$ cat src/rtl/handshake_controller.sv
// One stage of a four-phase request/acknowledge ring: accepts a token from the
// predecessor, forwards it to the successor, then waits for both sides to return to zero.
module handshake_controller #(
  parameter bit INIT_TOKEN  = 1'b0,
  parameter int SYNC_STAGES = 2
) (
  input  logic clk,
  input  logic reset,
  input  logic req_i,
  input  logic ack_i1,
  output logic req_i1,
  output logic ack_i
);

  // state | meaning
  // IDLE  | no token held; waiting for req_i with successor at zero
  // BUSY  | token held; waiting for successor ack and predecessor release
  // RTZ   | both sides released; waiting for successor ack to return to zero
  typedef enum logic [1:0] {IDLE, BUSY, RTZ} state_t;

  logic req_seen, ack_seen;

  generate
    if (SYNC_STAGES == 0) begin : g_bypass
      assign req_seen = req_i;
      assign ack_seen = ack_i1;
    end else begin : g_sync
      logic [SYNC_STAGES-1:0] req_sync, ack_sync;

      always_ff @(posedge clk or posedge reset) begin
        if (reset) begin
          req_sync <= '0;
          ack_sync <= '0;
        end else begin
          req_sync[0] <= req_i;
          ack_sync[0] <= ack_i1;
          for (int i = 1; i < SYNC_STAGES; i++) begin
            req_sync[i] <= req_sync[i-1];
            ack_sync[i] <= ack_sync[i-1];
          end
        end
      end

      assign req_seen = req_sync[SYNC_STAGES-1];
      assign ack_seen = ack_sync[SYNC_STAGES-1];
    end
  endgenerate

  state_t state_q, state_d;
  logic   req_q, req_d, ack_q, ack_d;
  logic   dn_done_q, dn_done_d, up_done_q, up_done_d;

  // The initial token holder starts with nothing owed upstream.
  always_ff @(posedge clk or posedge reset) begin
    if (reset) begin
      state_q   <= INIT_TOKEN ? BUSY : IDLE;
      req_q     <= INIT_TOKEN;
      ack_q     <= 1'b0;
      dn_done_q <= 1'b0;
      up_done_q <= INIT_TOKEN;
    end else begin
      state_q   <= state_d;
      req_q     <= req_d;
      ack_q     <= ack_d;
      dn_done_q <= dn_done_d;
      up_done_q <= up_done_d;
    end
  end

  always_comb begin
    state_d   = state_q;
    req_d     = req_q;
    ack_d     = ack_q;
    dn_done_d = dn_done_q;
    up_done_d = up_done_q;
    case (state_q)
      IDLE: begin
        req_d = 1'b0;
        ack_d = 1'b0;
        if (req_seen && !ack_seen) begin
          state_d   = BUSY;
          req_d     = 1'b1;
          ack_d     = 1'b1;
          dn_done_d = 1'b0;
          up_done_d = 1'b0;
        end
      end
      BUSY: begin
        if (ack_seen) begin
          dn_done_d = 1'b1;
          req_d     = 1'b0;
        end
        if (!req_seen) begin
          up_done_d = 1'b1;
          ack_d     = 1'b0;
        end
        if (dn_done_d && up_done_d) state_d = RTZ;
      end
      RTZ: begin
        req_d = 1'b0;
        ack_d = 1'b0;
        if (!ack_seen) state_d = IDLE;
      end
      default: begin
        state_d = IDLE;
        req_d   = 1'b0;
        ack_d   = 1'b0;
      end
    endcase
  end

  assign req_i1 = req_q;
  assign ack_i  = ack_q;

endmodule

$ cat config.mk
export PLATFORM = sky130hd
export DESIGN_NAME = handshake_controller
export DESIGN_NICKNAME = d
export VERILOG_FILES = /design/src/rtl/handshake_controller.sv
export SDC_FILE = /design/constraint.sdc
export NUM_CORES = 1
export LEC_CHECK = 0
export ABC_AREA = 1
export BUFFER_PORTS_ARGS = -buffer_cell sky130_fd_sc_hd__buf_2
export CAP_MARGIN = 20
export CORE_AREA = 2 2 39 41
export CTS_CLUSTER_DIAMETER = 200
export DETAILED_ROUTE_END_ITERATION = 12
export DIE_AREA = 0 0 41 43
export SLEW_MARGIN = 20
export SYNTH_ARGS = -nofsm -noshare
export SYNTH_HDL_FRONTEND = slang
export SYNTH_SLANG_ARGS = --single-unit
$ cat constraint.sdc
create_clock -name clk -period 1.9 [get_ports clk]
set_input_delay 0.38 -clock clk [delete_from_list [all_inputs] [get_ports clk]]
set_output_delay 0.38 -clock clk [all_outputs]
set_load 0.05 [all_outputs]
# == Word level (Yosys, flattened, before mapping) ==
# Cells that the tools add are included.
# word_totals
output_inout_bits,2
regBits,10
in_bits,4
# op_classes
eq_ne,7
mux,16
reduce_logical,7
# op_table
op,count
inequality test 2 bit (second input constant),5
2-to-1 mux 1 bit,8
case mux 1 bit (2 select lines),4
2-to-1 mux 2 bit,3
case mux 2 bit (3 select lines),1
AND reduction 3 bit,1
== test 2 x 1 -> 1 bit (second input constant),1
== test 2 bit (second input constant),1
logical AND 1 bit,2
zero test 2 bit,1
AND reduction 2 bit,1
nonzero test 2 bit,1
zero test 1 bit,1

# == Logic depth before layout (Yosys ltp) ==
# logic_depth
depth_word,5
ltp_mapped,5

# == Worst setup path after synthesis ==
# Ideal clock, no wire load.
# synth_timing
path_type,reg-to-output
from,"reg req_q, in the netlist req_i1"
to,out req_i1
path_buffers,0
arrival_time_ns,0.601
path_slack_ns,0.919
path_stages_with_launch,1
path_cell_list,dfrtp_1
# synth_rtl
element,line,text
start: declaration,50,"logic req_q, req_d, ack_q, ack_d;"
start signal: assignment,63,req_q <= req_d;
end: declaration,11,"output logic req_i1,"
# No word-level cell between the ends.

# == Final worst setup path ==
# layout_timing
from,"reg req_q, in the netlist req_i1"
to,out req_i1
# No word-level cell between the ends.

==> impl_metrics.env <==
export IMPL_finalMaxSlewViolations=0
export IMPL_cts_setup_buffers=0
export IMPL_ant_nets=0
export IMPL_routabilityCongestion=0.820
export IMPL_dr_pass1_iters=4
export IMPL_via_count=252
export IMPL_syn_to_final_growth_pct=18.1
export IMPL_maxCapViolCount=0
export IMPL_ioPinCount=6
export IMPL_outcome="finished clean"
export IMPL_die_h_um=43
export IMPL_start_util_pct=26.9
export IMPL_vias_per_cell=4.13
export IMPL_drt_wl_total_um=599
export IMPL_cts_hold_buffers=0
export IMPL_yosysTopAreaCell="dfrtp_1"
export IMPL_clk_pin_slew_ns=0.06
export IMPL_cp_cell_sequence="buf_2"
export IMPL_die_w_um=41
export IMPL_antenna_found_initial=0
export IMPL_layout_nets=51
export IMPL_clkLatencyLatePin_ns=0.26
export IMPL_slew_headroom_pct=74.7
export IMPL_report_final_setup_viol=0
export IMPL_fillers=141
export IMPL_rsz0062_at_grt="no"
export IMPL_synth_area_per_cell_um2=10.1
export IMPL_p_leak_nw=0.247
export IMPL_cts_num_sinks=10
export IMPL_antennaDiodeCount=0
export IMPL_hold_class="input port to asynchronous set/reset pin"
export IMPL_p_per_area_nw_per_um2=1400
export IMPL_postSynthRegisterBits=10
export IMPL_root_buffer="clkbuf_4"
export IMPL_fin_tns_setup_ns=0
export IMPL_path_max_fanout=2
export IMPL_start_kind="flop"
export IMPL_fin_skew_ns=0.00202
export IMPL_clock_fmax_mhz=788
export IMPL_drcViolationCount=0
export IMPL_cts_tree="built"
export IMPL_dpl_cell_area_um2=418
export IMPL_port_buffers=5
export IMPL_pre_cts_ws_ns=0.928
export IMPL_grt_pass1_vias=270
export IMPL_placed_cells=58
export IMPL_fin_area_um2=440
export IMPL_cts_resized=0
export IMPL_synthesis_area_um2=373
export IMPL_grt_use_total_pct=9.51
export IMPL_endpoint_kind="output port"
export IMPL_crit_required_ns=1.52
export IMPL_ff_latch_area_um2=250
export IMPL_cts_buffer_depth=2
export IMPL_synth_top_area_share_pct=67.1
export IMPL_num_rows=14
export IMPL_fin_ws_ns=0.630
export IMPL_hold_slack_ns=0.0839
export IMPL_grt_pass1_wl_um=1070
export IMPL_fin_crit_sh_pct=66.8
export IMPL_hpwl_um=429
export IMPL_path_delay_family="flip-flops"
export IMPL_ys_warnings_count=0
export IMPL_cts_max_level=1
export IMPL_numCtsBuffers=3
export IMPL_irDropWorstVdd_uv=469
export IMPL_fin_cells=61
export IMPL_grt_max_degree=11
export IMPL_drt_initial_drc_count=8
export IMPL_period_minus_slack_ns=1.27
export IMPL_syn_nets=41
export IMPL_dieArea_um2=1760
export IMPL_synthTopCellsByArea="dfrtp_1 (67%), nand2_1 (15%), nand3_1 (5.4%)"
export IMPL_core_area_um2=1380
export IMPL_grt_overflow_total=0
export IMPL_synth_seq_area_share_pct=67.1
export IMPL_critPathArrivalTime_ns=0.89
export IMPL_synth_distinct_cells=7
export IMPL_synth_cells=37
export IMPL_hold_viol=0
export IMPL_critPathSlowestCell="dfrtp_1"
export IMPL_wire_per_inst_um=9.82
export IMPL_worst_pin_slew_ns=0.379
export IMPL_critPathBufInv=1
export IMPL_slowest_delay_ns=0.36
export IMPL_drive_gt1_share_pct=24.4
export IMPL_multi_input_area_um2=104
export IMPL_crit_type="flop to output port"
==> per-layer routing <==
metal | global-route usage (%) | up-vias | routed length, um
li1 | - | 129 | -
met1 | 12.3 | 118 | 270
met2 | 11.9 | 5 | 302
met3 | 2.09 | 0 | 26
met4 | 10.0 | 0 | 0
met5 | 0 | - | 0
==> logic make-up after synthesis <==
kind of cell | Yosys count | synth area share, %
AND/OR/NAND/NOR | 22 | 27.9
flip-flops | 10 | 67.1
buffers and inverters | 5 | 5.03
==> metrics by stage <==
step / power (mW) / util [%]
detailed placement: 0.482 / 30.2
global placement: 0.478 / 30.2
finish: 0.618 / 31.8
floorplan: 0.443 / -
global route: 0.669 / 31.8
CTS: 0.628 / 31.8
==> sequential cells by signal, summed over array words and instances, names as in the netlist <==
name / count
up_done_q: 1
req_i1: 1
g_sync.req_sync: 2
g_sync.ack_sync: 2
ack_i: 1
state_q: 2
dn_done_q: 1
==> power by group <==
part	total, mW	switching [mW]	internal (mW)
Combinational	0.174	0.121	0.0527
Clock	0.139	0.0662	0.0729
Sequential	0.305	0.0370	0.268
Total	0.618	0.225	0.393
==> final cells by class <==
type | count | area share (%)
Timing Repair Buffer | 5 | 5.68
Multi-Input combinational cell | 22 | 23.6
Tap cell | 16 | 4.55
Sequential cell | 10 | 56.8
Inverter | 5 | 4.26
Clock buffer | 3 | 5.11
==> layout by cell type (no fill, tap or decap), drive strengths merged <==
cell type / count
nand2: 15
dfrtp: 10
inv: 5
buf: 5
nand3: 5
clkbuf: 3
nor2: 2
==> cell usage after synthesis <==
master   number
nand3_2       1
nor2_2        1
dfrtp_1      10
nand3_1       4
nor2_4        1
inv_1         5
nand2_1      15
==> worst paths after layout <==
kind | start | endpoint | slack [ns] | depth (start not counted)
max reg2reg | state_q[1] | up_done_q | 0.99 | 4
min | reset | req_i1 | 0.08 | 2
min reg2reg | g_sync.ack_sync[0] | g_sync.ack_sync[1] | 0.36 | 0
max | req_i1 | req_i1 | 0.63 | 1
max in group asynchronous | reset | up_done_q | 1.55 | 2
min in group clk | ack_i1 | g_sync.ack_sync[0] | 0.23 | 1
Note: power is estimated with default switching activity, not from simulation.
